<file path="config.mk">
export PLATFORM = sky130hd
export DESIGN_NAME = pwm_measure_sequencer_flat
export DESIGN_NICKNAME = d
export VERILOG_FILES = /design/src/rtl/pwm_measure_sequencer_if.sv /design/src/rtl/pwm_measure_sequencer.sv /design/src/flat_wrapper.sv
export SDC_FILE = /design/constraint.sdc
export NUM_CORES = 1
export LEC_CHECK = 0
export ABC_CLOCK_PERIOD_IN_PS = 4500
export CORE_UTILIZATION = 55
export CTS_BUF_LIST = sky130_fd_sc_hd__clkbuf_4 sky130_fd_sc_hd__clkbuf_8 sky130_fd_sc_hd__clkbuf_16
export DETAILED_ROUTE_END_ITERATION = 8
export PLACE_DENSITY = 0.89
export SLEW_MARGIN = 20
export SYNTH_ARGS = -nofsm -noshare
export SYNTH_HDL_FRONTEND = slang
export SYNTH_SLANG_ARGS = --single-unit
</file>
<file path="constraint.sdc">
create_clock -name clk -period 4.5 [get_ports clk]
set_input_delay 0.45 -clock clk [delete_from_list [all_inputs] [get_ports clk]]
set_output_delay 0.45 -clock clk [all_outputs]
set_load 0.02 [all_outputs]
</file>
<file path="src/rtl/pwm_measure_sequencer_if.sv">
// Result handshake between the PWM measurement sequencer and the display stage.
// The producer holds width/class stable while res_valid_o is high.
interface pwm_measure_sequencer_if #(
  parameter int CNT_W = 12
);
  logic [CNT_W-1:0] width_o;
  logic [1:0]       class_o;
  logic             res_valid_o;
  logic             res_ready_i;

  modport master (
    output width_o,
    output class_o,
    output res_valid_o,
    input  res_ready_i
  );

  modport slave (
    input  width_o,
    input  class_o,
    input  res_valid_o,
    output res_ready_i
  );
endinterface

</file>
<file path="src/rtl/pwm_measure_sequencer.sv">
// Arms on enable, times one high pulse of the synchronised PWM input, classifies it
// and hands one result per pulse downstream. Optional macro PWM_GLITCH_FILTER_EN.
module pwm_measure_sequencer #(
  parameter int MAX_COUNTER_VALUE  = 2000,
  parameter int HIGH_COUNTER_VALUE = 1900,
  parameter int LOW_COUNTER_VALUE  = 1100,
  parameter int CNT_W              = 12
) (
  input  logic                     clk,
  input  logic                     rst,
  input  logic                     en_i,
  input  logic                     pwm_i,
  output logic                     busy_o,
  pwm_measure_sequencer_if.master  res
);

  localparam logic [CNT_W-1:0] MAX_C     = CNT_W'(MAX_COUNTER_VALUE);
  localparam logic [CNT_W-1:0] TIMEOUT_C = CNT_W'(2 * MAX_COUNTER_VALUE);
  localparam logic [CNT_W-1:0] HIGH_C    = CNT_W'(HIGH_COUNTER_VALUE);
  localparam logic [CNT_W-1:0] LOW_C     = CNT_W'(LOW_COUNTER_VALUE);
  localparam logic [CNT_W-1:0] ONE_C     = CNT_W'(1);

  typedef enum logic [2:0] {
    IDLE,
    ARM,
    WAIT_RISE,
    MEASURE,
    REPORT
  } state_e;

  typedef enum logic [1:0] {
    CLS_LOW   = 2'b00,
    CLS_MID   = 2'b01,
    CLS_HIGH  = 2'b10,
    CLS_FAULT = 2'b11
  } cls_e;

  state_e           state, state_n;
  logic [CNT_W-1:0] cnt, cnt_n;
  logic [CNT_W-1:0] width_q, width_n;
  cls_e             class_q, class_n;

  logic sync1, sync2;
  logic pwm_s, pwm_d;
  logic rise, fall;

  // NOTE: every flop uses <= so all registers update from pre-edge values, which is
  // what makes the two-flop synchroniser a real two-cycle pipeline.
  always_ff @(posedge clk) begin
    if (rst) begin
      sync1 <= 1'b0;
      sync2 <= 1'b0;
    end else begin
      sync1 <= pwm_i;
      sync2 <= sync1;
    end
  end

`ifdef PWM_GLITCH_FILTER_EN
  logic sync3;

  // Accept a new level only once three consecutive samples agree on it.
  always_ff @(posedge clk) begin
    if (rst) begin
      sync3 <= 1'b0;
      pwm_s <= 1'b0;
    end else begin
      sync3 <= sync2;
      if ((sync1 == sync2) && (sync2 == sync3)) begin
        pwm_s <= sync3;
      end
    end
  end
`else
  assign pwm_s = sync2;
`endif

  always_ff @(posedge clk) begin
    if (rst) begin
      pwm_d <= 1'b0;
    end else begin
      pwm_d <= pwm_s;
    end
  end

  assign rise = pwm_s & ~pwm_d;
  assign fall = ~pwm_s & pwm_d;

  function automatic cls_e classify(input logic [CNT_W-1:0] w);
    if (w < LOW_C) begin
      return CLS_LOW;
    end else if (w > HIGH_C) begin
      return CLS_HIGH;
    end
    return CLS_MID;
  endfunction

  always_ff @(posedge clk) begin
    if (rst) begin
      state   <= IDLE;
      cnt     <= '0;
      width_q <= '0;
      class_q <= CLS_LOW;
    end else begin
      state   <= state_n;
      cnt     <= cnt_n;
      width_q <= width_n;
      class_q <= class_n;
    end
  end

  // NOTE: every signal gets its hold value before the case so no path leaves one
  // unassigned; that is what keeps this block free of inferred latches.
  always_comb begin
    state_n = state;
    cnt_n   = cnt;
    width_n = width_q;
    class_n = class_q;

    unique case (state)
      IDLE: begin
        if (en_i) begin
          state_n = ARM;
          cnt_n   = '0;
        end
      end

      // A pulse already high when we arm is let through unmeasured.
      ARM: begin
        cnt_n = '0;
        if (!en_i) begin
          state_n = IDLE;
        end else if (!pwm_s) begin
          state_n = WAIT_RISE;
        end
      end

      WAIT_RISE: begin
        if (!en_i) begin
          state_n = IDLE;
        end else if (rise) begin
          cnt_n   = ONE_C;
          state_n = MEASURE;
        end else if (cnt >= TIMEOUT_C) begin
          width_n = '0;
          class_n = CLS_FAULT;
          state_n = REPORT;
        end else begin
          cnt_n = cnt + ONE_C;
        end
      end

      // Saturation wins over a simultaneous fall: a pulse reaching the limit is a fault.
      MEASURE: begin
        if (!en_i) begin
          state_n = IDLE;
        end else if (cnt >= MAX_C) begin
          width_n = MAX_C;
          class_n = CLS_FAULT;
          state_n = REPORT;
        end else if (fall) begin
          width_n = cnt;
          class_n = classify(cnt);
          state_n = REPORT;
        end else if (pwm_s) begin
          cnt_n = cnt + ONE_C;
        end
      end

      REPORT: begin
        if (res.res_ready_i) begin
          state_n = en_i ? ARM : IDLE;
        end
      end

      default: state_n = IDLE;
    endcase
  end

  assign res.res_valid_o = (state == REPORT);
  assign res.width_o     = width_q;
  assign res.class_o     = class_q;
  assign busy_o          = (state != IDLE);

endmodule

</file>
<file path="src/flat_wrapper.sv">
// flat-port wrapper written by rule: the top's interface ports become plain ports
module pwm_measure_sequencer_flat 
#(
  parameter int MAX_COUNTER_VALUE  = 2000,
  parameter int HIGH_COUNTER_VALUE = 1900,
  parameter int LOW_COUNTER_VALUE  = 1100,
  parameter int CNT_W              = 12
)
  (clk, rst, en_i, pwm_i, busy_o, res_width_o, res_class_o, res_res_valid_o, res_res_ready_i);
  pwm_measure_sequencer_if #(.CNT_W(CNT_W)) res_i ();
  input  logic clk;
  input  logic rst;
  input  logic en_i;
  input  logic pwm_i;
  output logic busy_o;
  output wire logic [$bits(res_i.width_o)-1:0] res_width_o;
  output wire logic [$bits(res_i.class_o)-1:0] res_class_o;
  output wire logic [$bits(res_i.res_valid_o)-1:0] res_res_valid_o;
  input wire logic [$bits(res_i.res_ready_i)-1:0] res_res_ready_i;
  assign res_width_o = res_i.width_o;
  assign res_class_o = res_i.class_o;
  assign res_res_valid_o = res_i.res_valid_o;
  assign res_i.res_ready_i = res_res_ready_i;
  pwm_measure_sequencer #(.MAX_COUNTER_VALUE(MAX_COUNTER_VALUE), .HIGH_COUNTER_VALUE(HIGH_COUNTER_VALUE), .LOW_COUNTER_VALUE(LOW_COUNTER_VALUE), .CNT_W(CNT_W)) u_core (.clk(clk), .rst(rst), .en_i(en_i), .pwm_i(pwm_i), .busy_o(busy_o), .res(res_i));
endmodule
</file>
==> results of run 1 <==
-- layout by cell type (no fill, tap or decap), drive strengths merged, types with 2 or more instances in the layout --
master / netlist / layout
and3: 3 / 3
nor3b: 4 / 4
nor3: 6 / 6
nand2: 27 / 27
clkdlybuf4s50: 0 / 20
o32ai: 4 / 4
a21o: 2 / 2
o31ai: 2 / 2
nor2: 14 / 14
a32o: 4 / 4
nand4: 6 / 6
ha: 2 / 2
a31oi: 2 / 2
nor2b: 5 / 5
o21bai: 2 / 2
nand2b: 4 / 4
or3: 3 / 3
o21ai: 6 / 6
mux2i: 4 / 4
a21boi: 4 / 4
clkbuf: 6 / 6
inv: 11 / 11
a21oi: 17 / 17
nor4: 2 / 2
o211ai: 7 / 7
dfxtp: 32 / 32
nand3: 13 / 13
-- worst max-delay path, delay by kind of cell, from the launching register on --
kind             cells  cell delay, ns
AO/OA/AOI/OAI        3            1.18
AND/OR/NAND/NOR      2            0.53
flip-flops           1            0.58
-- final cells by class --
type	count	area, µm²
Fill cell	267	1060
Multi-Input combinational cell	156	978
Sequential cell	32	641
Timing Repair Buffer	20	200
Tap cell	44	55.1
Clock buffer	6	45.0
Inverter	11	41.3
Clock inverter	1	5.00
-- worst max-delay path by stage --
stage / startpoint / to / cells past startpoint / slack (ns)
after floorplan: u_core.state[1] / u_core.cnt[2] / 7 / 2.77
after global placement: rst / u_core.cnt[3] / 5 / 1.92
after detailed placement: rst / u_core.cnt[3] / 5 / 1.85
after CTS: u_core.state[0] / u_core.state[2] / 5 / 2.09
after global routing: u_core.state[0] / u_core.state[2] / 5 / 1.76
final: u_core.state[0] / u_core.state[2] / 5 / 2.11
-- through the flow --
step / setup slack, ns / hold WS (ns) / instance area, µm²
detailed placement: 1.85 / 0.432 / 1920
floorplan: 2.77 / 0.414 / 1750
CTS: 2.09 / 0.454 / 1970
global placement: 1.92 / 0.419 / 1920
global route: 1.76 / 0.470 / 1970
finish: 2.11 / 0.452 / 1970
-- flip-flops by register name, summed over array words and instances, names as in the netlist --
name,flops
u_core.res.width_o,12
u_core.pwm_s,1
u_core.state,3
u_core.res.class_o,2
u_core.sync1,1
u_core.cnt,12
u_core.pwm_d,1
-- power groups by stage --
stage / Combinational [W] / Sequential [W] / Clock, W
2_1_floorplan: 0.0000817 / 0.000298 / 0
3_3_place_gp: 0.0000918 / 0.000306 / 0
3_5_place_dp: 0.0000938 / 0.000306 / 0
4_1_cts: 0.0000942 / 0.000299 / 0.000159
5_1_grt: 0.000106 / 0.000301 / 0.000173
6_report: 0.0000940 / 0.000300 / 0.000155
-- kinds of logic after synthesis --
logic type      Yosys count
mux                       4
simple gates             91
flops                    32
compound gates           59
buf+inv                  29
fa+ha+maj                 2
-- metal layers --
metal	wire length, µm	share of wire (%)	global-route usage (%)
met5	0	0	0
met4	46	1.3	7.14
met3	170	4.9	5.93
met2	1490	43	36.5
met1	1750	50	31.5
==> summary.md, run 1 <==
| Metric | Value |
|---|---|
| Worst R2R Path Depth | 5 |
| Element type at the critical path end | register |
| Setup TNS | 0 ns |
| Post-Layout Cell Count | 270 |
| Slowest stage delay, CP | 0.78 ns |
| EDFF count, synth | 0 |
| Fin. Hold Viols | 0 |
| Largest family of logic cells by synthesized area | simple AND/OR/NAND/NOR gates |
| Number of CTS-inserted buffers | 5 |
| XOR/XNOR Fraction of Synth Area | 0% |
| Die span in y | around 58 µm |
| Vias/cell | 5.71 |
| Reg-to-Reg End | u_core.state[2] |
| Total iterations of the first detailed-routing run | 4 |
| PwrDens | around 280 nW/µm² |
| Max Freq | 418 MHz |
| Global-route wire length before repair | slightly above 6 mm |
| WL/cell | approximately 13 µm |
| Antenna violations before repair | 0 |
| H-tree depth | 2 |
| Synth Area in Compound Gates | approximately a quarter |
| Ys flop type | dfxtp_1 |
| P_int | around 0.00039 W |
| Startpoint types | register |
| Switching power | 0.000158 W |
| CTS clk-pin slew, worst paths | around 0.09 ns |
| Sw Ratio | between 20 and 30% |
| Cells after synthesis | roughly 220 |
| Hold path depth | 2 |
| CP Cell Sequence | and3b_1 > o21ai_1 > o2111ai_1 > nor2_1 > a31o_1 |
| Die area | around 3400 µm² |
| Via count | around 1,500 |
| Worst Hold Class | reg2reg |
| R2R Setup Slk | between 2 and 2.5 ns |
| Clock skew after layout | between 0.007 and 0.008 ns |
| Final Power | roughly 0.00055 W |
| Arrival time worst endpoint | 2.62 ns |
| Layout cell share with drive strength beyond 1 | under 10% |
| Reg power frac | between 50% and 60% |
| Final HPWL DP | roughly 2.4 mm |
| Vias in the first global route | between 1,000 and 1,500 |
| Seq/Total Area, Yosys | about 37% |
| Clock share of power | between 20% and 30% |
| Final period util | between 50% and 60% |
| Post-layout nets | 233 |
| MaxCap Viol Count | 0 |
| Gate power share | approximately 17% |
| Inst Count DP | 263 |
| Asr flop ratio synth | 0% |
| RSZ-0062 raised after global routing | no |
| Critical-path maximum fanout | 15 |
| Area delta synth->final | 12.1% |
| Synth top area cells | dfxtp_1 37%, nand2_1 5.8%, a21oi_1 4.9% |
| Final-report setup violation count | 0 |
| Yosys top cell area share | between 30% and 40% |
| Simple-gate share of the synthesized area | 26.4% |
| Initial DRC count | 48 |
| Clock Path Buffers | 2 |
| Pin count of the biggest net entering global routing | 31 |
| Synth top cells by count | 32 x dfxtp_1, 27 x nand2_1, 17 x a21oi_1 |
| P_leak | around 0.66 nW |
| Crit path required time | approximately 4.7 ns |
| Die Width | between 50 and 60 µm |
| Cell taking the most area after synthesis | dfxtp_1 |
| Syn. warnings | 0 |
| Top-count cell post-synth | dfxtp_1 |
| Class of the most critical setup path | reg2reg |
| GRT overflow | 0 |
| N_diodes | 0 |
| Hold Startpoint | u_core.res.width_o[5] |
| CTS tree | done |
| Max-slew violation count | 0 |
| Row count | 20 |
| Post-synth cell types | between 40 and 50 |
| Clock sink count | 32 |
| Yosys reg bits | 32 |
| Number of remaining DRC errors | 0 |
| Worst Hold End | u_core.res.width_o[5] |
| Slew HR | 29.1% |
| Maximum vdd drop | around 150 µV |
| Post-Synthesis Net Count | around 220 |
| Num ports | 21 |
| Area share of fa/ha/maj cells after synthesis | ~1.4% |
| Clock root cell | clkbuf_4 |
| Post-CTS setup buffers | 0 |
| CTS resizes | 0 |
| Synthesized area | ~1800 µm² |
| Crit Reg-Reg Startpoint | u_core.state[0] |
| Total GRT Usage | 23.2% |
| Post-synthesis mux area share | 2.28% |
| Starting Density | 57.9% |
| Worst-Margin Slew | approximately 1.1 ns |
| Cts hold-fix bufs | 0 |
| Port bufs | 20 |
| Avg Cell Area, Syn | ~8.1 µm² |
| Total Routed Length | about 3.5 mm |
| Clock latency on the worst-skew pair | between 0.3 and 0.4 ns |
| Slowest cell on crit path | o2111ai_1 |
| Outcome | finished, final reports clean |
| CORE AREA | between 3000 and 4000 µm² |
| Post-route ant nets | 0 |
| Post-route minimum period | ~2.4 ns |
| Finished Core Util | about two thirds |
| RePlAce Congestion | 0.843 |
Power figures use the tool's default switching activity.
==> run 2: changes to the inputs <==
ABC_CLOCK_PERIOD_IN_PS = 2400   (was 4500)
clock period = 2.4 ns   (was 4.5 ns; I/O delays follow)
==> summary.md, run 2 (synthesis results as in run 1) <==
| Metric | Value |
|---|---|
| Starting Density | roughly 58% |
| Worst Hold Class | reg2reg |
| Global-route wire length before repair | approximately 6.5 mm |
| Die span in y | ~58 µm |
| Worst-Margin Slew | between 0.5 and 0.6 ns |
| Switching power | 0.000308 W |
| Cell depth of the worst setup path | 5 |
| Commonest non-fill, non-tap cells in the layout | 32 x dfxtp_1, 27 x nand2_1, 20 x clkdlybuf4s50_1 |
| Number of remaining DRC errors | 0 |
| Post-CTS setup buffers | 0 |
| Max-slew violation count | 0 |
| Slowest stage delay, CP | about 0.57 ns |
| Element type at the critical path end | register |
| Maximum vdd drop | around 400 µV |
| Setup TNS | 0 ns |
| Via count | about 1,600 |
| Crit path max-delay family | compound AO/OA/AOI/OAI gates |
| Finished Core Util | between 60% and 70% |
| MaxCap Viol Count | 0 |
| Clock skew after layout | 0.0144 ns |
| Cts hold-fix bufs | 0 |
| Final Worst Setup Slack | 0.414 ns |
| Worst R2R Path Depth | 5 |
| Post-route ant nets | 0 |
| CTS resizes | 0 |
| Most common cell after layout, fill and taps aside | dfxtp_1 |
| Port bufs | 20 |
| Hold path depth | 1 |
| Clock share of power | between 20% and 30% |
| Setup slack at placement | ~0.44 ns |
| Total GRT Usage | between 20% and 30% |
| Slew HR | a little over three fifths |
| Reg area | approximately 640 µm² |
| CTS clk-pin slew, worst paths | 0.09 ns |
| Final HPWL DP | between 2 and 3 mm |
| Post-layout nets | 240 |
| Reg power frac | a little over half |
| CTS tree | done |
| Clock latency on the worst-skew pair | roughly 0.35 ns |
| Max Freq | 503 MHz |
| P_leak | 0.704 nW |
| Total Routed Length | 3.65 mm |
| RePlAce Congestion | 0.885 |
| Antenna violations before repair | 0 |
| Total iterations of the first detailed-routing run | 4 |
| Vias/cell | 5.80 |
| Pin count of the biggest net entering global routing | 17 |
| CORE AREA | 3030 µm² |
| Fin. Hold Viols | 0 |
| Die Width | roughly 58 µm |
| Final-report setup violation count | 0 |
| Die area | between 3000 and 4000 µm² |
| P_int | around 0.00077 W |
| Area delta synth->final | 15.8% |
| Outcome | finished, final reports clean |
| Post-route minimum period | about 2 ns |
| CP Buf/Inv Count | 0 |
| Num ports | 21 |
| PwrDens | between 500 and 600 nW/µm² |
| N_diodes | 0 |
| Crit path required time | roughly 2.7 ns |
| Arrival time worst endpoint | between 2 and 2.5 ns |
| Class of the most critical setup path | reg2reg |
| Filler Cell Count | 240 |
| GRT overflow | 0 |
| Clock root cell | clkbuf_4 |
| RSZ-0062 raised after global routing | no |
| Number of CTS-inserted buffers | 5 |
| Layout cell share with drive strength beyond 1 | 9.40% |
| Critical-path maximum fanout | 16 |
| Clock sink count | 32 |
| Slowest cell on crit path | dfxtp_1 |
| Vias in the first global route | 1,467 |
| Startpoint types | register |
| Row count | 20 |
| Clock Path Buffers | 2 |
| Sw Ratio | between 20% and 30% |
| Gate power share | 18.2% |
| CP Cell Sequence | nor3b_1 > nor2_2 > o2111a_4 > o211ai_1 > a21oi_1 |
| Area of the multi-input gates | 978 µm² |
| H-tree depth | 2 |
| Initial DRC count | 77 |
| Final period util | approximately 83% |
| WL/cell | between 10 and 15 µm |
==> run 2: worst paths after layout <==
check	slack (ns)	startpoint	end
max	0.41	u_core.state[0]	u_core.res.width_o[6]
min	0.45	u_core.sync1	u_core.pwm_s
max reg2reg	0.41	u_core.state[0]	u_core.res.width_o[6]
min reg2reg	0.45	u_core.sync1	u_core.pwm_s
==> run 2: power by group through the flow <==
stage | Combinational, W | Sequential [W] | Clock, W
after global placement | 0.000192 | 0.000572 | 0
after CTS | 0.000195 | 0.000561 | 0.000327
after global routing | 0.000217 | 0.000566 | 0.000352
after floorplan | 0.000153 | 0.000560 | 0
after detailed placement | 0.000194 | 0.000573 | 0
final | 0.000195 | 0.000561 | 0.000320
==> run 2: cell type report <==
cell class,instances,share of cell area [%]
Multi-Input combinational cell,156,48.2
Sequential cell,32,31.6
Timing Repair Buffer,27,12.5
Tap cell,44,2.71
Clock buffer,6,2.53
Inverter,11,2.03
Clock inverter,2,0.493
==> run 2: stage by stage <==
step           power (W)  instances  cell area [µm²]  hold slack, ns
2_1_floorplan   0.000713        217             1750           0.368
3_3_place_gp    0.000764        270             1970           0.416
3_5_place_dp    0.000767        270             1970           0.429
4_1_cts          0.00108        278             2030           0.440
5_1_grt          0.00113        278             2030           0.449
6_report         0.00108        278             2030           0.446
==> run 2: layer usage <==
layer	GRT usage (%)	up-vias	part of all wire, %
li1	-	815	-
met1	30.9	740	45
met2	41.5	49	47
met3	4.18	8	6.7
met4	13.3	0	1.5
met5	0	-	0
